**src/rtl/spi_slave.sv**
```systemverilog
// Receive-only SPI slave (mode 0, MSB first, no chip select) that frames words by bit count.
// Optional word counter output is enabled by defining SPI_SLAVE_WORD_COUNT_EN.
module spi_slave #(
  parameter int WORD_BITS = 32
) (
  input  logic                 spi_clk,
  input  logic                 reset,
  input  logic                 spi_mosi,
  output logic [WORD_BITS-1:0] data,
`ifdef SPI_SLAVE_WORD_COUNT_EN
  output logic [15:0]          word_count,
`endif
  output logic                 pixel_clock
);

  localparam int CNT_W = (WORD_BITS > 1) ? $clog2(WORD_BITS) : 1;
  localparam logic [CNT_W-1:0] LAST_BIT = CNT_W'(WORD_BITS - 1);

  logic [WORD_BITS-1:0] shift_r;
  logic [CNT_W-1:0]     bit_cnt_r;
  logic [WORD_BITS-1:0] data_r;
  logic                 pixel_clock_r;

  logic [WORD_BITS-1:0] shift_next_s;
  logic                 last_bit_s;
  logic [WORD_BITS-1:0] shift_d_s;
  logic [CNT_W-1:0]     bit_cnt_d_s;
  logic [WORD_BITS-1:0] data_d_s;
  logic                 pixel_clock_d_s;

  // Next-state decode: the completing edge captures the full word and restarts framing.
  always_comb begin
    shift_next_s    = {shift_r[WORD_BITS-2:0], spi_mosi};
    last_bit_s      = (bit_cnt_r == LAST_BIT);
    shift_d_s       = shift_next_s;
    bit_cnt_d_s     = bit_cnt_r + {{(CNT_W-1){1'b0}}, 1'b1};
    data_d_s        = data_r;
    pixel_clock_d_s = 1'b0;
    if (last_bit_s) begin
      shift_d_s       = {WORD_BITS{1'b0}};
      bit_cnt_d_s     = {CNT_W{1'b0}};
      data_d_s        = shift_next_s;
      pixel_clock_d_s = 1'b1;
    end else begin
      pixel_clock_d_s = 1'b0;
    end
  end

  // Deserialiser, output word and strobe registers.
  always_ff @(posedge spi_clk or posedge reset) begin
    if (reset) begin
      shift_r       <= {WORD_BITS{1'b0}};
      bit_cnt_r     <= {CNT_W{1'b0}};
      data_r        <= {WORD_BITS{1'b0}};
      pixel_clock_r <= 1'b0;
    end else begin
      shift_r       <= shift_d_s;
      bit_cnt_r     <= bit_cnt_d_s;
      data_r        <= data_d_s;
      pixel_clock_r <= pixel_clock_d_s;
    end
  end

  assign data        = data_r;
  assign pixel_clock = pixel_clock_r;

`ifdef SPI_SLAVE_WORD_COUNT_EN
  logic [15:0] word_count_r;

  // Completed-word counter; wraps naturally at 16 bits.
  always_ff @(posedge spi_clk or posedge reset) begin
    if (reset) begin
      word_count_r <= 16'h0000;
    end else if (last_bit_s) begin
      word_count_r <= word_count_r + 16'h0001;
    end else begin
      word_count_r <= word_count_r;
    end
  end

  assign word_count = word_count_r;
`endif

endmodule

```
**config.mk**
```make
export PLATFORM = sky130hd
export DESIGN_NAME = spi_slave
export DESIGN_NICKNAME = d
export VERILOG_FILES = /design/src/rtl/spi_slave.sv
export SDC_FILE = /design/constraint.sdc
export NUM_CORES = 1
export LEC_CHECK = 0
export BUFFER_PORTS_ARGS = -buffer_cell sky130_fd_sc_hd__buf_4
export CORE_UTILIZATION = 45
export CTS_BUF_LIST = sky130_fd_sc_hd__clkbuf_16
export CTS_CLUSTER_SIZE = 30
export DETAILED_ROUTE_END_ITERATION = 8
export GPL_TIMING_DRIVEN = 0
export PLACE_DENSITY = 0.65
export SETUP_SLACK_MARGIN = 0.02
export SLEW_MARGIN = 20
export SYNTH_ARGS = -nofsm -noshare
export SYNTH_HDL_FRONTEND = slang
export SYNTH_SLANG_ARGS = --single-unit
```
**constraint.sdc**
```tcl
create_clock -name spi_clk -period 3.1 [get_ports spi_clk]
set_input_delay 0.155 -clock spi_clk [delete_from_list [all_inputs] [get_ports spi_clk]]
set_output_delay 0.155 -clock spi_clk [all_outputs]
set_load 0.1 [all_outputs]
```
==> metrics.md <==
| Metric | Value |
|---|---|
| Overall Global Routing Usage | about 16% |
| Crit path max-delay family | adder cells |
| Die Width | approximately 76 um |
| Post-synthesis instance area | 2440 um^2 |
| Largest stage delay on the critical path | 400 ps |
| Final core occ | just under 60% |
| Bufs on Longest Clock Path | 2 |
| Final worst slack | ~1300 ps |
| Startpoint types | flop |
| Switching power of the nets | 530 uW |
| ANT cells | 0 |
| Setup_tns | 0 ps |
| Peak VDD IR | between 0.3 and 0.4 mV |
| Cell type with the largest total area after synthesis | dfrtp_1 |
| Power share of the clock group | approximately two fifths |
| Depth of the most critical reg-to-reg path | 5 |
| Detail Route Antenna Nets | 0 |
| Via-to-Cell Ratio | around 4.7 |
| Slew Limit Fails | 0 |
| H-tree depth | 3 |
| Outcome | finished clean |
| Combinational group share of total power | between 10% and 20% |
| Die height | around 76 um |
| CP Class | flop to flop |
| Hold Path Depth | 2 |
| Int Power | 1.51 mW |
| CP dominant cell by count | ha_1 |
| Final #Nets | roughly 210 |
| Endpoints failing setup | 0 |
| FF-to-FF End | shift_r[21] |
| Crit path DAT | roughly 2000 ps |
| Post CTS Setup Buffer Count | 0 |
| Rel. slew slack | a little over two thirds |
| Sequential power share | ~47% |
| FP Rows | 26 |
| Place WS | roughly 1300 ps |
| Final Power | slightly above 2 mW |
| Worst-Margin Slew | about 450 ps |
| Clk_lat worst skew | about 310 ps |
| CP cell instances | ha_1, and3_1, ha_1, clkbuf_1, and2b_1 |
| Flops & latches, synth | slightly below 70 |
| Vias in the first global route | approximately 1400 |
| Area of the core | 5170 um^2 |
| Clock sinks | 69 |
| First-pass detailed-route iteration total | 4 |
| Placer Congestion | ~0.70 |
| P&R area growth vs syn | 26.2% |
| Critical Path Fanout Max | 10 |
| Synth top area share | a little over two thirds |
| Routed len/inst | approximately 14 um |
| Leakage | between 1 and 1.5 nW |
| Max-cap violations | 0 |
| Fin crit share | approximately 58% |
| Total CTS buffers | 9 |
| Worst path bufs/invs | 1 |
| Synthesized area per cell | ~16 um^2 |
| DRC | 0 |
| Net Sw Frac | 26.0% |
| Max Fclk | ~560 MHz |
| Pwr dens | roughly 660 nW/um^2 |
| Total grt overflow | 0 |
| Root Driver | clkbuf_16 |
| Hold WC Path Type | input pin to flop |
| I/O pin count | 36 |
| Starting Density | approximately 47% |
| Drt total wl | 3720 um |
| Initial antenna violation count | 0 |
| Dpl hpwl | roughly 2500 um |
| Worst Hold Launch | spi_mosi |
| Full die area | between 5000 and 6000 um^2 |
| First DRT Iteration DRCs | 54 |
| Sequential-to-total area share from yosys stat | between 70% and 80% |
| Unique cell type count in the Yosys netlist | 14 |
| Tmin final | 1800 ps |
| FF-to-FF Start | bit_cnt_r[0] |
| CTS tree | yes |
| Crit path required time | between 3000 and 4000 ps |
| Clock transition at path regs | about 50 ps |
| Unrepaired setup endpoints after global routing | false |
| Worst Skew | between 5 and 6 ps |
| Largest cells by area after synthesis | dfrtp_1 (71%), mux2_2 (14%), nor2b_1 (7.4%) |
| Hold Vio Cnt, Final | 0 |
| Hold endpoint | data[0] |
| Synthesized Nets | ~160 |
| First-pass GRT wire length | about 6400 um |
| Vias | 1271 |
| R2r setup slk | about 1300 ps |
| Fill count | 416 |
| Cells after Synth | about 150 |
| Port Buf Inserts | 35 |
| Largest net degree at the start of global routing | 62 |
| Syn. warnings | 0 |
| Worst path slowest cell | clkbuf_1 |
| Most frequent cells in the layout | dfrtp_1 (69), buf_4 (35), mux2_2 (31), nor2b_1 (29), clkbuf_16 (9) |
| Critical path capture point type | flop |
| Most common cell after layout, fill and taps aside | dfrtp_1 |
| Share of post-route cells with drive strength above 1 | 41.4% |
## worst max path at each step
stage                     slack (ps)            to          from  depth (start not counted)
after CTS                       1250    shift_r[2]  bit_cnt_r[0]                          5
after detailed placement        1260    shift_r[2]  bit_cnt_r[0]                          5
after global routing            1170    shift_r[2]  bit_cnt_r[0]                          5
after floorplan                 1210  bit_cnt_r[0]         reset                          1
final                           1300   shift_r[21]  bit_cnt_r[0]                          5
after global placement           550      data[18]         reset                          2
## registers in the layout, summed over array words and instances, names as in the netlist
| register | count |
|---|---|
| data | 32 |
| shift_r | 31 |
| bit_cnt_r | 5 |
| pixel_clock | 1 |
## layout make-up
cell class,instances,area [um^2],area share [%]
Buffer,7,60.1,1.95
Clock buffer,9,225,7.31
Clock inverter,6,23.8,0.771
Inverter,1,6.26,0.203
Multi-Input combinational cell,74,652,21.2
Sequential cell,69,1730,56.0
Tap cell,70,87.6,2.84
Timing Repair Buffer,37,300,9.74
## cell usage after synthesis
cell       n
dfrtp_1   69
xnor2_1    1
mux2_4     2
and2b_1    3
inv_1      1
nor2b_1   29
buf_6      3
ha_1       3
and3_1     1
nor2_1     3
buf_8      1
clkbuf_1   3
mux2_2    31
nand3_1    1
## routing by layer
metal  vias to the layer above  global-route usage, %  routed length, um
met3                         6                   5.69                147
li1                        593                      -                  -
met1                       646                   20.1               1730
met4                         0                   8.64                 63
met2                        26                   24.1               1780
met5                         -                      0                  0
## power groups by stage
| stage | sequential (mW) | clock, mW | combinational (mW) |
|---|---|---|---|
| floorplan | 1.12 | 0 | 0.0400 |
| detailed placement | 0.966 | 0 | 0.251 |
| global placement | 0.965 | 0 | 0.243 |
| finish | 0.951 | 0.838 | 0.249 |
| global route | 0.955 | 0.906 | 0.260 |
| CTS | 0.951 | 0.869 | 0.252 |
## worst reg2reg max path, delay by kind of cell (launching register included)
| family | cells | cell delay [ps] |
|---|---|---|
| AND/OR/NAND/NOR | 2 | 420 |
| buffers and inverters | 1 | 400 |
| flip-flops | 1 | 370 |
| adder cells (fa/ha/maj) | 2 | 490 |
## kinds of logic (layout without fill, tap and decap cells)
family / Yosys count / count (layout) / share of synthesized area [%]
buffers and inverters: 8 / 60 / 2.61
and+or+nand+nor: 37 / 37 / 9.27
muxes: 33 / 33 / 15.5
DFF: 69 / 69 / 70.7
adders and majority gates: 3 / 3 / 1.54
xor gates and xnor gates: 1 / 1 / 0.359
## repair_timing
item,4_1_cts,5_1_grt
hold buffers,1,0
hold endpoints to repair,8,0
resized for setup,0,0
## metrics by stage
step           area [um^2]  instances  hold WS, ps
5_1_grt               3080        273         83.9
4_1_cts               3080        273         72.6
3_3_place_gp          2790        256          387
3_5_place_dp          2820        257         65.3
2_1_floorplan         2440        151          293
6_report              3080        273         82.4
No activity file was read; power rests on OpenSTA's default activity.
